$ cat config.mk
export PLATFORM = sky130hd
export DESIGN_NAME = bin_to_bcd_seq
export DESIGN_NICKNAME = d
export VERILOG_FILES = /design/src/rtl/bcd_pkg.sv /design/src/rtl/bcd_add3.sv /design/src/rtl/bin_to_bcd_seq.sv
export SDC_FILE = /design/constraint.sdc
export NUM_CORES = 1
export LEC_CHECK = 0
export CAP_MARGIN = 20
export CORE_MARGIN = 2
export CORE_UTILIZATION = 49
export CTS_CLUSTER_DIAMETER = 100
export DETAILED_ROUTE_END_ITERATION = 12
export DONT_BUFFER_PORTS = 1
export PLACE_DENSITY = 0.76
export SLEW_MARGIN = 40
export SYNTH_ARGS = -nofsm -noshare
export SYNTH_HDL_FRONTEND = slang
export SYNTH_HIERARCHICAL = 1
export SYNTH_SLANG_ARGS = --single-unit
$ cat constraint.sdc
create_clock -name clock -period 1.9 [get_ports clock]
set_input_delay 0.38 -clock clock [delete_from_list [all_inputs] [get_ports clock]]
set_output_delay 0.38 -clock clock [all_outputs]
set_load 0.005 [all_outputs]
$ cat src/rtl/bcd_pkg.sv
// rtl/bcd_pkg.sv - shared types, digit width and BCD sizing helper for bin_to_bcd_seq
package bcd_pkg;

    typedef enum logic [1:0] {IDLE, SHIFT, DONE} bcd_state_t;

    localparam int DIGIT_W = 4;

    // Bits of packed BCD needed to show 2^n - 1 in decimal.
    function automatic int bcd_width(input int n);
        longint unsigned v;
        int              d;
        v = (64'd1 << n) - 64'd1;
        d = 0;
        for (int i = 0; i < 20; i++) begin
            if (v != 64'd0) begin
                d = d + 1;
                v = v / 64'd10;
            end
        end
        return d * DIGIT_W;
    endfunction

endpackage

$ cat src/rtl/bcd_add3.sv
// rtl/bcd_add3.sv - combinational double-dabble digit cell: add 3 when the digit is 5 or more
module bcd_add3
    import bcd_pkg::*;
(
    input  logic [DIGIT_W-1:0] i_digit,
    output logic [DIGIT_W-1:0] o_digit
);

    assign o_digit = (i_digit >= DIGIT_W'(5)) ? (i_digit + DIGIT_W'(3)) : i_digit;

endmodule

$ cat src/rtl/bin_to_bcd_seq.sv
// rtl/bin_to_bcd_seq.sv - sequential shift-and-add-3 binary-to-BCD converter, one bit per clock
// Optional macro BIN_SIGNED_EN: two's complement input, magnitude converted, sign reported on neg.
module bin_to_bcd_seq
    import bcd_pkg::*;
#(
    parameter int N_BIN = 16,
    parameter int N_DIG = 5,
    parameter int CNT_W = $clog2(N_BIN)
) (
    input  logic                     clock,
    input  logic                     reset,
    input  logic                     start,
    input  logic [N_BIN-1:0]         bin_in,
    output logic                     busy,
    output logic                     done,
    output logic [DIGIT_W*N_DIG-1:0] bcd_out,
    output logic                     neg
);

    localparam int BCD_W = DIGIT_W * N_DIG;

    generate
        if (BCD_W < bcd_width(N_BIN)) begin : g_width_check
            $error("bin_to_bcd_seq: N_DIG too small for N_BIN");
        end
    endgenerate

    bcd_state_t           r_state;
    bcd_state_t           w_state_next;
    logic [BCD_W-1:0]     r_bcd;
    logic [BCD_W-1:0]     w_bcd_corr;
    logic [N_BIN-1:0]     r_bin;
    logic [N_BIN-1:0]     w_bin_load;
    logic [CNT_W-1:0]     r_cnt;
    logic                 w_last;
    logic [BCD_W+N_BIN-1:0] w_shifted;

    genvar g;
    generate
        for (g = 0; g < N_DIG; g++) begin : g_digit
            bcd_add3 u_add3 (
                .i_digit (r_bcd[g*DIGIT_W +: DIGIT_W]),
                .o_digit (w_bcd_corr[g*DIGIT_W +: DIGIT_W])
            );
        end
    endgenerate

    assign w_shifted = {w_bcd_corr, r_bin} << 1;
    assign w_last    = (r_cnt == CNT_W'(N_BIN - 1));

`ifdef BIN_SIGNED_EN
    logic r_neg_pend;

    // The most negative value negates to itself, which is its correct unsigned magnitude.
    assign w_bin_load = bin_in[N_BIN-1] ? (N_BIN'(0) - bin_in) : bin_in;

    always_ff @(posedge clock) begin
        if (reset) begin
            r_neg_pend <= 1'b0;
            neg        <= 1'b0;
        end else begin
            if (r_state == IDLE && start) begin
                r_neg_pend <= bin_in[N_BIN-1];
            end
            if (r_state == SHIFT && w_last) begin
                neg <= r_neg_pend;
            end
        end
    end
`else
    assign w_bin_load = bin_in;
    assign neg        = 1'b0;
`endif

    always_ff @(posedge clock) begin
        if (reset) begin
            r_state <= IDLE;
        end else begin
            r_state <= w_state_next;
        end
    end

    always_comb begin
        w_state_next = r_state;
        busy         = 1'b0;
        done         = 1'b0;
        case (r_state)
            IDLE: begin
                if (start) begin
                    w_state_next = SHIFT;
                end
            end
            SHIFT: begin
                busy = 1'b1;
                if (w_last) begin
                    w_state_next = DONE;
                end
            end
            DONE: begin
                done         = 1'b1;
                w_state_next = IDLE;
            end
            default: w_state_next = IDLE;
        endcase
    end

    // bcd_out is written only on the final iteration so the display never sees partial digits.
    always_ff @(posedge clock) begin
        if (reset) begin
            r_bcd   <= '0;
            r_bin   <= '0;
            r_cnt   <= '0;
            bcd_out <= '0;
        end else begin
            case (r_state)
                IDLE: begin
                    if (start) begin
                        r_bin <= w_bin_load;
                        r_bcd <= '0;
                        r_cnt <= '0;
                    end
                end
                SHIFT: begin
                    r_bcd <= w_shifted[BCD_W+N_BIN-1 -: BCD_W];
                    r_bin <= w_shifted[N_BIN-1:0];
                    r_cnt <= r_cnt + CNT_W'(1);
                    if (w_last) begin
                        bcd_out <= w_shifted[BCD_W+N_BIN-1 -: BCD_W];
                    end
                end
                default: ;
            endcase
        end
    end

endmodule

* After elaboration in Yosys (flattened, before gate mapping)
Index checks and enable logic that the tools add are counted.
Widths: inputs -> output; s select.
** Storage, ports and cells
- Register bits :: 62
- Latch bits :: 0
- Memory bits (writable) :: 0
- Memory bits (read-only) :: 0
- Input port bits :: 19
- Output and inout bits :: 23
- Memories :: 0
** Operators by class
- $add $sub $neg :: 6
- Multiply operators :: 0
- Divide/modulo/power cells :: 0
- Magnitude comparators :: 5
- Eq/ne operators :: 5
- Shifts and indexed selects :: 0
- Muxes and demuxes :: 16
- Bitwise logic cells :: 0
- Reduce and logical (&&, ||, !) cells :: 5
** Operator list (count)
- $pmux 20 s2 :: 1
- $pmux 16 s2 :: 1
- $ge 4x3->1 const B :: 5
- $mux 20 :: 1
- $mux 4 :: 5
- $add 4x2->4 const B :: 4
- $mux 16 :: 1
- $pmux 4 s2 :: 1
- $reduce_and 2->1 :: 3
- $add 4x1->4 const B :: 1
- $eq 4x4->1 const B :: 1
- $mux 2 :: 2
- $ne 2x2->1 const B :: 2
- $pmux 2 s2 :: 1
- $add 3x2->3 const B :: 1
- $mux 3 :: 1
- $eq 2x1->1 const B :: 1
- $eq 2x2->1 const B :: 1
- $logic_not 2->1 :: 1
- $mux 1 :: 2
- $reduce_bool 2->1 :: 1

* Longest topological paths before layout
Gate-level depths: netlist of the first run.
- Depth in word-level cells :: 3
- Depth in mapped cells :: 7
- Depth with buffers taken out :: 7

* Cells and area by module
The synthesis of the first run kept the hierarchy.
** Modules (own cells, without submodules)
- bin_to_bcd_seq :: instances 1, cells each 256, area each 2662.6 um2, sequential area each 1241.2 um2
- bcd_add3 :: instances 5, cells each 16, area each 101.3 um2, sequential area each 0.0 um2

* Worst setup path before layout of the first run
Ideal clock, no wire load.
- Kind :: reg-to-reg
- Start :: register r_bcd[9]
- End :: register bcd_out[10]
- Library setup time :: 72 ps
- Arrival time :: 1276 ps
- Slack :: 553 ps
- Cell stages (with the launch flop) :: 8
- Buffers on the path :: 0
- Clock period less this slack :: 1347 ps
- Path through :: dfxtp_1 -> inv_1 -> ha_1 -> nand2b_1 -> a21oi_2 -> mux2i_1 -> nand2b_1 -> mux2i_1
** On the way
- Word-level cells in the longest chain between the ends :: 2
- Elaborated cells between the ends (all ways) :: 3
- Classes of those cells :: 1 x add/sub; 1 x order compare; 1 x mux
** RTL lines
- start, declared :: line bin_to_bcd_seq.sv:30 : logic [BCD_W-1:0] r_bcd;
- start signal, assigned :: line bin_to_bcd_seq.sv:124 : r_bcd <= w_shifted[BCD_W+N_BIN-1 -: BCD_W];
- $add 4x2->4 or $ge 4x3->1 (tied branches) :: line bcd_add3.sv:9 : assign o_digit = (i_digit >= DIGIT_W'(5)) ? (i_digit + DIGIT_W'(3)) : i_digit;
- $mux 4 (*) :: line bcd_add3.sv:9
- net w_bcd_corr[9] :: line bin_to_bcd_seq.sv:31 : logic [BCD_W-1:0] w_bcd_corr;
- end signal, assigned :: line bin_to_bcd_seq.sv:128 : bcd_out <= w_shifted[BCD_W+N_BIN-1 -: BCD_W];
- end, declared :: line bin_to_bcd_seq.sv:16 : output logic [DIGIT_W*N_DIG-1:0] bcd_out,
The timed path passes the listed nets; every way through them passes the cells marked *.
A chain may end at the register's enable or synchronous reset.

* Worst setup path after layout of the first run
- Start :: register r_state[0]
- End :: output done
** On the way
- Word-level cells in the longest chain between the ends :: 2
** RTL lines
- start, declared :: line bin_to_bcd_seq.sv:28 : bcd_state_t r_state;
- start signal, assigned :: line bin_to_bcd_seq.sv:79 : r_state <= w_state_next;
- $eq 2x2->1 :: line bin_to_bcd_seq.sv:87 : case (r_state)
- $mux 1 :: line bin_to_bcd_seq.sv:87
- end, declared :: line bin_to_bcd_seq.sv:15 : output logic done,
Every way passes these cells.

==> run summary, run 1 <==
1st-iter DRT viols: 77
Layout area overhead: 6.44%
Peak per-stage delay on the critical path: 0.50 ns
Maximum Capacitance Violations: 0
Min cycle time layout: 1.64 ns
Clock Power Share: 47.6%
Slowest cell on the critical path: dfxtp_1
Total CTS buffers: 9
H-tree depth: 3
YS warnings: 6
Avg Inst Size Synth: 9.49 µm²
Worst Path Max Fanout: 26
Post-DP Area: 3110 µm²
Post-DP HPWL: 3.76 mm
CTS resizes: 0
Vias: 2170
Final Net Count: 357
Initial antenna violation count: 0
Worst vdd ir: 549 µV
Die width: 84.2 µm
Worst path bufs/invs: 1
Total congestion overflow: 0
CTS tree: yes
R2R Path End: bcd_out[10]
Routed vias/inst: 5.31
Final ANT Viol Nets: 0
Number of fillers in the final layout: 583
Skew final: 0.00957 ns
Grt met2 use: 29.6%
DRT Pass-1 Iters: 5
Vias in the first global route: 2159
Core box area: 6280 µm²
Gate Count Post-Synth: 332
Number of top-level pins: 42
Fraction of layout cells with a size suffix above 1: 9.64%
Rel. slew slack: 58.6%
Clk Latency, worst-skew pair: 0.35 ns
Arr. time, crit path: 1.26 ns
Global routing's busiest layer: met2
Worst slew pin tran: 0.619 ns
Worst path cell trace: buf_4 > nor2b_1
PortBufs: 0
Wirelength per Cell: 13.9 µm
Sw Ratio: 22.8%
Logic gate share of total power: 6.6%
Root cell of the clock tree: clkbuf_8
Die Ht: 84.2 µm
Final WL: 5.71 mm
Placer Congestion: 0.716
Setup Buffers After CTS: 0
LEAKAGE: 0.00126 µW
Place WS: 0.401 ns
Synthesized net count: 362
Reg2reg setup slack: 0.39 ns
Final core utilization: 53.4%
Met3 Usage GRT: 7.37%
CTS clock-pin slew for the worst setup and hold paths: 0.08 ns
Crit share post-route: 86.3%
Sw power: 685 µW
Final number of setup-violating endpoints: 0
Post-route setup slack: 0.261 ns
Clock Path Buffers: 2
FF-to-FF path depth: 7
Largest delay share family, worst path: flip-flops
Nature of the critical path endpoint: output port
Sequential power share: 45.8%
DRC errors left: 0
Number of buffers inserted by hold repair at cts: 0
Hold depth: 1
Pwr dens: 895 nW/µm²
First-pass GRT wire length: 9.84 mm
CP Class: reg -> out
Unrepaired setup endpoints after global routing: false
Hold path startpoint: reset
Design Area, Final: 3350 µm²
Final Max Tran Viols: 0
Hold Violations, Final: 0
CP startpoint kind: register
Fin Hold WS: 0.0954 ns
Starting Density: 50.2%
Rows: 29
CTS sink count: 62
Largest net degree at the start of global routing: 60
Worst Hold Endpoint: r_cnt[3]
Area of the multi-input gates: 1690 µm²
Ant diodes: 0
Mapped Area: 3150 µm²
Global Route met1 Usage: 19.8%
Int Pwr: 2310 µW
Outcome: complete, no violations
Die area: 7080 µm²
Required time worst endpoint: 1.52 ns
Hold crit path type: in -> reg
TNS Setup: 0 ns
Max Freq: 610 MHz
Reg-to-reg critical path startpoint: r_bcd[9]
GRT Total Usage: 17.7%
FF/Latch Area: 1240 µm²
[per-stage QoR]
stage | instances | power [µW]
after floorplan | 332 | 1600
after global placement | 393 | 1600
after detailed placement | 393 | 1600
after CTS | 409 | 3050
after global routing | 409 | 3130
final | 409 | 3000
[layer usage]
metal  routed length (µm)  vias up
li1                     -     1118
met1                 2540     1004
met2                 2770       39
met3                  299        9
met4                   97        0
met5                    0        -
[sequential cells by signal (all words and copies together) (netlist names)]
register and flops:
r_cnt 4, r_bin 16, r_state 2, r_bcd 20, bcd_out 20
[worst register-to-register path: cells and delay by family (launching register included)]
family	cells	cell delay, ns
AO/OA/AOI/OAI	1	0.20
adder cells (fa/ha/maj)	1	0.17
buffers and inverters	1	0.08
flip-flops	1	0.36
multiplexers	2	0.39
AND/OR/NAND/NOR	2	0.26
[placed cells by master (no fill, tap or decap), drive strengths merged, types with 3 or more instances in the layout]
cell    count
a21oi      17
a221o       3
a22o       22
and2        3
buf         5
bufinv      3
clkbuf      9
dfxtp      62
ha         11
inv        11
mux2i      25
nand2      19
nand2b     64
nand3       3
nor2       20
nor2b       3
nor3       12
o21ai       8
or3b       12
xnor2       5
[cell type report]
cell class / instances / share of cell area [%]
Clock buffer: 9 / 3.70
Clock inverter: 7 / 3.66
Inverter: 11 / 1.23
Multi-Input combinational cell: 238 / 50.4
Sequential cell: 62 / 37.0
Tap cell: 77 / 2.87
Timing Repair Buffer: 5 / 1.12
[power groups by stage]
| stage | registers, µW | clock network [µW] | logic (µW) |
|---|---|---|---|
| after floorplan | 1390 | 0 | 206 |
| after global placement | 1400 | 0 | 197 |
| after detailed placement | 1400 | 0 | 201 |
| after CTS | 1370 | 1470 | 202 |
| after global routing | 1380 | 1520 | 225 |
| final | 1370 | 1430 | 199 |
[how the worst max path moves through the flow]
stage / from / endpoint / cells after the start
final: r_state[0] / done / 2
after global routing: r_state[0] / done / 2
after CTS: r_state[0] / done / 2
after detailed placement: r_bcd[5] / bcd_out[6] / 7
after global placement: r_bcd[13] / bcd_out[14] / 7
after floorplan: r_bcd[9] / bcd_out[10] / 7
Note: power is estimated with default switching activity, not from simulation.
==> run 2: changes to the inputs <==
--- a/config.mk
+++ b/config.mk
@@ -12,6 +12,7 @@
 export DETAILED_ROUTE_END_ITERATION = 12
 export DONT_BUFFER_PORTS = 1
 export PLACE_DENSITY = 0.76
+export RECOVER_POWER = 50
 export SLEW_MARGIN = 40
 export SYNTH_ARGS = -nofsm -noshare
 export SYNTH_HDL_FRONTEND = slang
==> run 2 against run 1 <==
Fmax grew 1.8%. Sequential cell count stayed put. Final cell count unchanged. Count of clock-buffer cells in the layout unchanged. Clock skew barely moved. Utilization is 0.20 points lower. Via count is 0.32% higher. Final area down 0.37%. Critical endpoint is now bcd_out[18].
==> run summary, run 2 (same netlist as run 1, synthesis figures left out) <==
Final Max Tran Viols: 0 (unchanged)
Required time worst endpoint: 2.18 ns (+0.66 ns)
Worst path cell trace: ha_1 > nor2b_1 > and4_1 > clkbuf_2 > mux2i_1
Reg-to-reg critical path startpoint: r_cnt[0]
CP startpoint kind: register
Hold path startpoint: reset
Die width: 84.2 µm (unchanged)
Unrepaired setup endpoints after global routing: false
Die area: 7080 µm² (unchanged)
DRC errors left: 0 (unchanged)
Crit. path cell count: 5 (+3)
CTS resizes: 0 (unchanged)
Peak per-stage delay on the critical path: 0.38 ns (-0.12 ns)
Clock Power Share: 47.6% (about the same)
Final number of setup-violating endpoints: 0 (unchanged)
CTS clock-pin slew for the worst setup and hold paths: 0.08 ns (about the same)
FF-to-FF path depth: 5 (-2)
1st-iter DRT viols: 78 (+1.3%)
Total CTS buffers: 9 (unchanged)
Initial antenna violation count: 0 (unchanged)
CP Launch Point: r_cnt[0]
H-tree depth: 3 (unchanged)
Routed vias/inst: 5.32 (+0.32%)
Core box area: 6280 µm² (unchanged)
Rows: 29 (unchanged)
Clock Path Buffers: 2 (unchanged)
Slowest cell on the critical path: dfxtp_1
Layout area overhead: 6.04%
Post-DP Area: 3110 µm² (unchanged)
Ant diodes: 0 (unchanged)
Largest delay share family, worst path: simple AND/OR/NAND/NOR gates
Place WS: 0.401 ns (unchanged)
Max Freq: 621 MHz (+1.8%)
First-pass GRT wire length: 9.84 mm (unchanged)
Final Net Count: 357 (unchanged)
Final WL: 5.70 mm (about the same)
CTS sink count: 62 (unchanged)
Sequential power share: 45.8% (about the same)
Worst vdd ir: 549 µV (about the same)
Setup Buffers After CTS: 0 (unchanged)
Nature of the critical path endpoint: register
Final ANT Viol Nets: 0 (unchanged)
Vias: 2177 (+0.32%)
Fraction of layout cells with a size suffix above 1: 9.04% (-0.60 points)
Hold depth: 1 (unchanged)
Post-route setup slack: 0.290 ns (+0.0291 ns)
Starting Density: 50.2% (unchanged)
Design Area, Final: 3340 µm² (-0.37%)
Most common cell after layout, fill and taps aside: nand2b_1
PortBufs: 0 (unchanged)
Clk Latency, worst-skew pair: 0.35 ns (about the same)
Root cell of the clock tree: clkbuf_8
Vias in the first global route: 2159 (unchanged)
Logic gate share of total power: 6.6% (about the same)
Number of top-level pins: 42 (unchanged)
Die Ht: 84.2 µm (unchanged)
Largest net degree at the start of global routing: 60 (unchanged)
Crit share post-route: 84.7% (-1.5 points)
Pwr dens: 897 nW/µm² (+0.26%)
Placer Congestion: 0.716 (unchanged)
Sw power: 684 µW (-0.27%)
GRT Total Usage: 17.7% (unchanged)
Sw Ratio: 22.8% (-0.037 points)
Int Pwr: 2310 µW (about the same)
Wirelength per Cell: 13.9 µm (about the same)
Min cycle time layout: 1.61 ns (-0.0291 ns)
DRT Pass-1 Iters: 4 (-1)
Commonest non-fill, non-tap cells in the layout: nand2b_1, dfxtp_1, mux2i_1
Skew final: 0.00951 ns (-0.0000625 ns)
CTS tree: yes
TNS Setup: 0 ns (unchanged)
Worst Path Max Fanout: 10 (-62%)
Regs by FF count: bcd_out x20, r_bcd x20, r_bin x16
Rel. slew slack: 58.7% (about the same)
Hold Violations, Final: 0 (unchanged)
Worst path bufs/invs: 1 (unchanged)
Number of buffers inserted by hold repair at cts: 0 (unchanged)
LEAKAGE: 0.00126 µW (-0.15%)
Total congestion overflow: 0 (unchanged)
Final core utilization: 53.2% (-0.20 points)
Maximum Capacitance Violations: 0 (unchanged)
Outcome: complete, no violations
Worst slew pin tran: 0.618 ns (-0.000681 ns)
Post-DP HPWL: 3.76 mm (unchanged)
CP Class: reg -> reg
Arr. time, crit path: 1.89 ns (+0.63 ns)
Hold crit path type: in -> reg
==> run 2: changes by cell type in the layout (fill, tap and decap cells not counted), sizes merged <==
| cell | before | now |
|---|---|---|
| clkbuf | 9 | 10 |
| buf | 5 | 4 |
==> run 2: final cells by class <==
type,instances,area (µm²)
multi-input combinational,238,1680
clock buffer,9,124
tap,77,96.3
fill,585,2940
inverter,11,41.3
sequential,62,1240
clock inverter,7,123
timing repair buffer,5,35.0
==> run 2: path summary, 6_finish.rpt <==
| check | endpoint | slack (ns) |
|---|---|---|
| worst max register to register | bcd_out[18] | 0.29 |
| worst min-delay path | r_cnt[3] | 0.1 |
| worst min register to register | r_bcd[17] | 0.48 |
| worst max-delay path | bcd_out[18] | 0.29 |
==> run 2: power groups by stage <==
stage,registers [µW],logic [µW],clock network (µW)
6_report,1370,197,1430
3_5_place_dp,1400,201,0
4_1_cts,1370,202,1470
2_1_floorplan,1390,206,0
5_1_grt,1380,223,1520
3_3_place_gp,1400,197,0
==> run 2: worst register-to-register path: stages, from the launching register on <==
cell,delay (ns)
dfxtp_1,0.38
ha_1,0.19
nor2b_1,0.17
and4_1,0.24
clkbuf_2,0.33
mux2i_1,0.23
==> run 2: through the flow <==
stage | hold slack, ns | cells | total power, µW
final | 0.0960 | 409 | 3000
after global routing | 0.0730 | 409 | 3120
after detailed placement | 0.460 | 393 | 1600
after CTS | 0.0708 | 409 | 3050
after global placement | 0.457 | 393 | 1600
after floorplan | 0.440 | 332 | 1600
==> run 2: layer usage <==
metal | track usage (%) | vias up | share of wire (%) | wire length (µm)
li1 | - | 1121 | - | -
met1 | 19.8 | 1009 | 44 | 2540
met2 | 29.6 | 38 | 49 | 2770
met3 | 7.37 | 9 | 5.3 | 301
met4 | 7.48 | 0 | 1.7 | 97
met5 | 0 | - | 0 | 0
